<file path="src/rtl/bcd_tick_pkg.sv">
// Shared types and default constants for the BCD display tick generator.
package bcd_tick_pkg;

    typedef enum logic [0:0] {
        ST_PAUSE = 1'b0,
        ST_RUN   = 1'b1
    } state_t;

    localparam int unsigned CLK_HZ         = 50_000_000;
    localparam int unsigned DEF_DIV        = 33_554_432;
    localparam int unsigned DEF_DEB_CYCLES = 1_000_000;

endpackage

</file>
<file path="src/rtl/step_debounce.sv">
// Step-button conditioning: 2-flop synchronizer, stability counter and a
// one-cycle press pulse on each accepted released->pressed transition.
module step_debounce
    import bcd_tick_pkg::*;
#(
    parameter int unsigned DEB_CYCLES = DEF_DEB_CYCLES
) (
    input  logic CLOCK_50,
    input  logic RESET_N,
    input  logic btn_n,
    output logic press
);

    localparam int unsigned CW = $clog2(DEB_CYCLES + 1);
    localparam logic [CW-1:0] CNT_LAST = CW'(DEB_CYCLES - 1);

    logic          btn_meta;
    logic          btn_sync;
    logic          stable;
    logic [CW-1:0] cnt;

    always_ff @(posedge CLOCK_50) begin
        if (!RESET_N) begin
            btn_meta <= 1'b1;
            btn_sync <= 1'b1;
            stable   <= 1'b1;
            cnt      <= '0;
            press    <= 1'b0;
        end else begin
            btn_meta <= btn_n;
            btn_sync <= btn_meta;
            press    <= 1'b0;
            if (btn_sync == stable) begin
                cnt <= '0;
            end else if (cnt == CNT_LAST) begin
                // Accept the new level; only released->pressed is an event.
                stable <= ~stable;
                cnt    <= '0;
                press  <= stable;
            end else begin
                cnt <= cnt + 1'b1;
            end
        end
    end

endmodule

</file>
<file path="src/rtl/bcd_tick_gen.sv">
// Count-enable generator for the BCD counter: free-running tick every DIV
// cycles in RUN, one tick per debounced step press in PAUSE.
module bcd_tick_gen
    import bcd_tick_pkg::*;
#(
    parameter int unsigned DIV        = DEF_DIV,
    parameter int unsigned DEB_CYCLES = DEF_DEB_CYCLES
) (
    input  logic CLOCK_50,
    input  logic RESET_N,
    input  logic run_sw,
    input  logic step_btn_n,
    output logic tick,
    output logic running,
    output logic step_ack
);

    localparam int unsigned PW = $clog2(DIV);
    localparam logic [PW-1:0] PRESC_MAX = PW'(DIV - 1);

    logic          run_meta;
    logic          run_sync;
    logic          press;
    logic          terminal;
    state_t        state;
    logic [PW-1:0] presc;

    always_ff @(posedge CLOCK_50) begin
        if (!RESET_N) begin
            run_meta <= 1'b0;
            run_sync <= 1'b0;
        end else begin
            run_meta <= run_sw;
            run_sync <= run_meta;
        end
    end

    step_debounce #(
        .DEB_CYCLES(DEB_CYCLES)
    ) u_step_debounce (
        .CLOCK_50(CLOCK_50),
        .RESET_N (RESET_N),
        .btn_n   (step_btn_n),
        .press   (press)
    );

    assign terminal = (presc == PRESC_MAX);

    always_ff @(posedge CLOCK_50) begin
        if (!RESET_N) begin
            state    <= ST_PAUSE;
            presc    <= '0;
            tick     <= 1'b0;
            running  <= 1'b0;
            step_ack <= 1'b0;
        end else begin
            tick     <= 1'b0;
            step_ack <= press;
            case (state)
                ST_PAUSE: begin
                    if (run_sync) begin
                        // Entering RUN wins over a coincident press.
                        state   <= ST_RUN;
                        presc   <= '0;
                        running <= 1'b1;
                    end else if (press) begin
                        tick <= 1'b1;
                    end
                end
                ST_RUN: begin
                    presc <= terminal ? '0 : presc + 1'b1;
                    tick  <= terminal;
                    if (!run_sync) begin
                        state   <= ST_PAUSE;
                        running <= 1'b0;
                    end
                end
                default: begin
                    state   <= ST_PAUSE;
                    running <= 1'b0;
                end
            endcase
        end
    end

endmodule

</file>
<file path="config.mk">
export PLATFORM = sky130hd
export DESIGN_NAME = bcd_tick_gen
export DESIGN_NICKNAME = d
export VERILOG_FILES = /design/src/rtl/bcd_tick_pkg.sv /design/src/rtl/step_debounce.sv /design/src/rtl/bcd_tick_gen.sv
export SDC_FILE = /design/constraint.sdc
export NUM_CORES = 1
export LEC_CHECK = 0
export ABC_AREA = 1
export BUFFER_PORTS_ARGS = -buffer_cell sky130_fd_sc_hd__buf_2
export CELL_PAD_IN_SITES_DETAIL_PLACEMENT = 0
export CELL_PAD_IN_SITES_GLOBAL_PLACEMENT = 1
export CORE_UTILIZATION = 30
export CTS_BUF_LIST = sky130_fd_sc_hd__clkbuf_2 sky130_fd_sc_hd__clkbuf_4 sky130_fd_sc_hd__clkbuf_8
export DETAILED_ROUTE_END_ITERATION = 12
export PLACE_DENSITY = 0.61
export SLEW_MARGIN = 0
export SYNTH_ARGS = -nofsm -noshare
export SYNTH_HDL_FRONTEND = slang
export SYNTH_SLANG_ARGS = --single-unit
export TNS_END_PERCENT = 1
</file>
<file path="constraint.sdc">
create_clock -name CLOCK_50 -period 1.7 [get_ports CLOCK_50]
set_input_delay 0.255 -clock CLOCK_50 [delete_from_list [all_inputs] [get_ports CLOCK_50]]
set_output_delay 0.255 -clock CLOCK_50 [all_outputs]
set_load 0.005 [all_outputs]
</file>
==> run metrics <==
Netlist cell types=29; syn_nets=about 420; net switching power=507 uW; Remaining DRCs=0; DR vias/cell=roughly 4.5; post-synth top area share=approximately 40%; layout cell share with drive strength beyond 1=between 10% and 20%; Core Footprint=between 8000 and 9000 um2; sequential power share=roughly 61%; I/O pin count=7; GPL Wtd Cong=0.810; Hold Vio Cnt, Final=0; combinational power share=about 3.0%; switching fraction of total power=23.9%; area grow syn2layout=12.5%; Routed WL=approximately 6400 um; All-Layer GR Usage=between 10% and 20%; Achievable Freq=~0.64 GHz; Seq cells post-synth=55; register area share after synthesis=39.6%; Detail Placement HPWL=4930 um; internal power=1610 uW; clock latency on the worst-skew pair=just over 0.3 ns; Tcrit/Tclk final=91.7%; CTS tree=yes; worst slew pin tran=approximately 0.29 ns; vias in the first global route=approximately 2,300; crit path kind=flop to flop; WP data required=between 1.5 and 2 ns; Worst Skew=roughly 0.011 ns; diodes inserted=0; DR iter-0 viols=just under 100; CP Data Arrival Time=roughly 1.8 ns; MaxCap Viol Count=0; via count=2,404; Worst Setup End Kind=flop; Post-Syn Area=approximately 2800 um2; Final #Nets=about 440; setup TNS=0 ns; cell taking the most area after synthesis=dfxtp_1; unrepaired setup endpoints after global routing=true; H-tree level count=2; antenna violations before repair=0; initial core utilization=31.4%; final setup violation count=0; most frequent cells in the layout=nor2_1, nand2_1, inv_1; CP max FO=15; Max-slew headroom=between 80% and 90%; clock period minus worst slack=1.56 ns; number of port buffers=6; PD cells=679 nW/um2; Chip Width=~98 um; Pre-antenna DRT Iters=4; Reg clk slew, reported paths=roughly 0.11 ns; # fillers=between 900 and 1,000; Setup crit start kind=flop; CTS Hold Bufs=0; leading post-synthesis cells by cell area=dfxtp_1, nor2_1, nand2_1; Placement Cell Area=approximately 3000 um2; synthesized area per cell=just under 7 um2; first-pass GRT wire length=11,100 um; Fin Hold WS=between 0.1 and 0.15 ns; Leak Pwr=roughly 0.0011 uW; largest net degree at the start of global routing=21; maximum clock insertion buffer count=2; Root Buffer Master=clkbuf_8; DRT antenna net count=0; height of the die=roughly 100 um; commonest non-fill, non-tap cell in the layout=nor2_1; Num Clock Sinks=55; number of buffers created by CTS=5; Design Area, Final=3130 um2; Clk pwr share=between 30% and 40%; worst min-delay path category=input pin to flop; Yosys warning count=0; FP Rows=34; Slew Limit Fails=0; VDD IR max=around 0.29 mV; die area=9650 um2; GRT Residual Overflow=0; Mapped Cells=around 410; WL/cell=approximately 12 um; status=completed
## registers in the layout (all words and copies together) (netlist names)
register                  flops
u_step_debounce.press         1
running                       1
step_ack                      1
u_step_debounce.btn_sync      1
tick                          1
run_sync                      1
presc                        25
run_meta                      1
u_step_debounce.btn_meta      1
u_step_debounce.cnt          20
u_step_debounce.stable        1
state                         1
## layer usage
layer / share of wire, % / GRT usage, %
met4: 0.69 / 4.13
met3: 2.0 / 2.58
met1: 56 / 20.9
met5: 0 / 0
met2: 41 / 21.6
## power groups by stage
stage                     clock network (uW)  logic (uW)  registers, uW
after detailed placement                   0        62.1           1330
after global routing                     862        71.9           1300
after floorplan                            0        42.0           1330
final                                    758        64.6           1300
after global placement                     0        62.6           1330
after CTS                                804        62.4           1300
## Yosys cell counts
cell,count
o21ai_0,4
o32ai_1,1
nand2_4,1
ha_1,3
a21oi_1,13
nor2_2,5
nor3_2,2
dfxtp_1,55
a22oi_1,1
nand2_1,91
nand4_1,13
nor2_1,93
xor2_1,16
inv_1,55
clkbuf_1,2
inv_2,1
or2_2,2
o21bai_1,2
xnor2_1,7
buf_6,1
nor3_1,12
nand3b_1,3
or2_0,1
nor2_4,1
nand3_2,1
buf_2,3
nor4_1,1
nand3_1,18
nand2_2,4
## layout make-up
type	count	area (um2)	area share, %
Sequential cell	55	1100	35.3
Clock inverter	3	23.8	0.761
Timing Repair Buffer	15	110	3.52
Tap cell	108	135	4.32
Clock buffer	5	68.8	2.20
Inverter	56	210	6.73
Multi-Input combinational cell	295	1470	47.2
## cell families (layout without fill, tap and decap cells)
| kind of cell | Yosys count | after routing | share of synthesized area (%) |
|---|---|---|---|
| buf+inv | 62 | 79 | 8.78 |
| flops | 55 | 55 | 39.6 |
| fa+ha+maj | 3 | 3 | 1.35 |
| simple gates | 248 | 248 | 38.8 |
| compound gates | 21 | 21 | 4.19 |
| xor+xnor | 23 | 23 | 7.25 |
## final timing paths
check / from / endpoint / slack [ns] / cells after the start
max: presc[1] / presc[7] / 0.14 / 10
min: run_sw / run_meta / 0.12 / 3
max reg2reg: presc[1] / presc[7] / 0.14 / 10
min reg2reg: run_meta / run_sync / 0.42 / 2
## what timing repair did
item | CTS | global route
gates resized for setup | 0 | 9
buffers inserted | 0 | 0
setup endpoints to repair | 0 | 26
## metrics by stage
step                power [uW]  std cells  util (%)  worst slack [ns]
floorplan                 1370        412         -             0.204
global placement          1390        529      33.8             0.114
detailed placement        1390        529      33.8            0.0909
CTS                       2170        537      34.8            0.0564
global route              2230        537      35.3          -0.00421
finish                    2120        537      35.3             0.141
## worst max-delay path, stage by stage (launching register included)
cell,delay (ns)
dfxtp_2,0.35
ha_1,0.17
nand2_2,0.11
nor2_4,0.12
nand2_2,0.08
nor2_4,0.15
nand3_4,0.10
nand2_1,0.08
nand2_2,0.09
nand2_8,0.12
nor2_1,0.05
(Power assumes the default switching activity.)
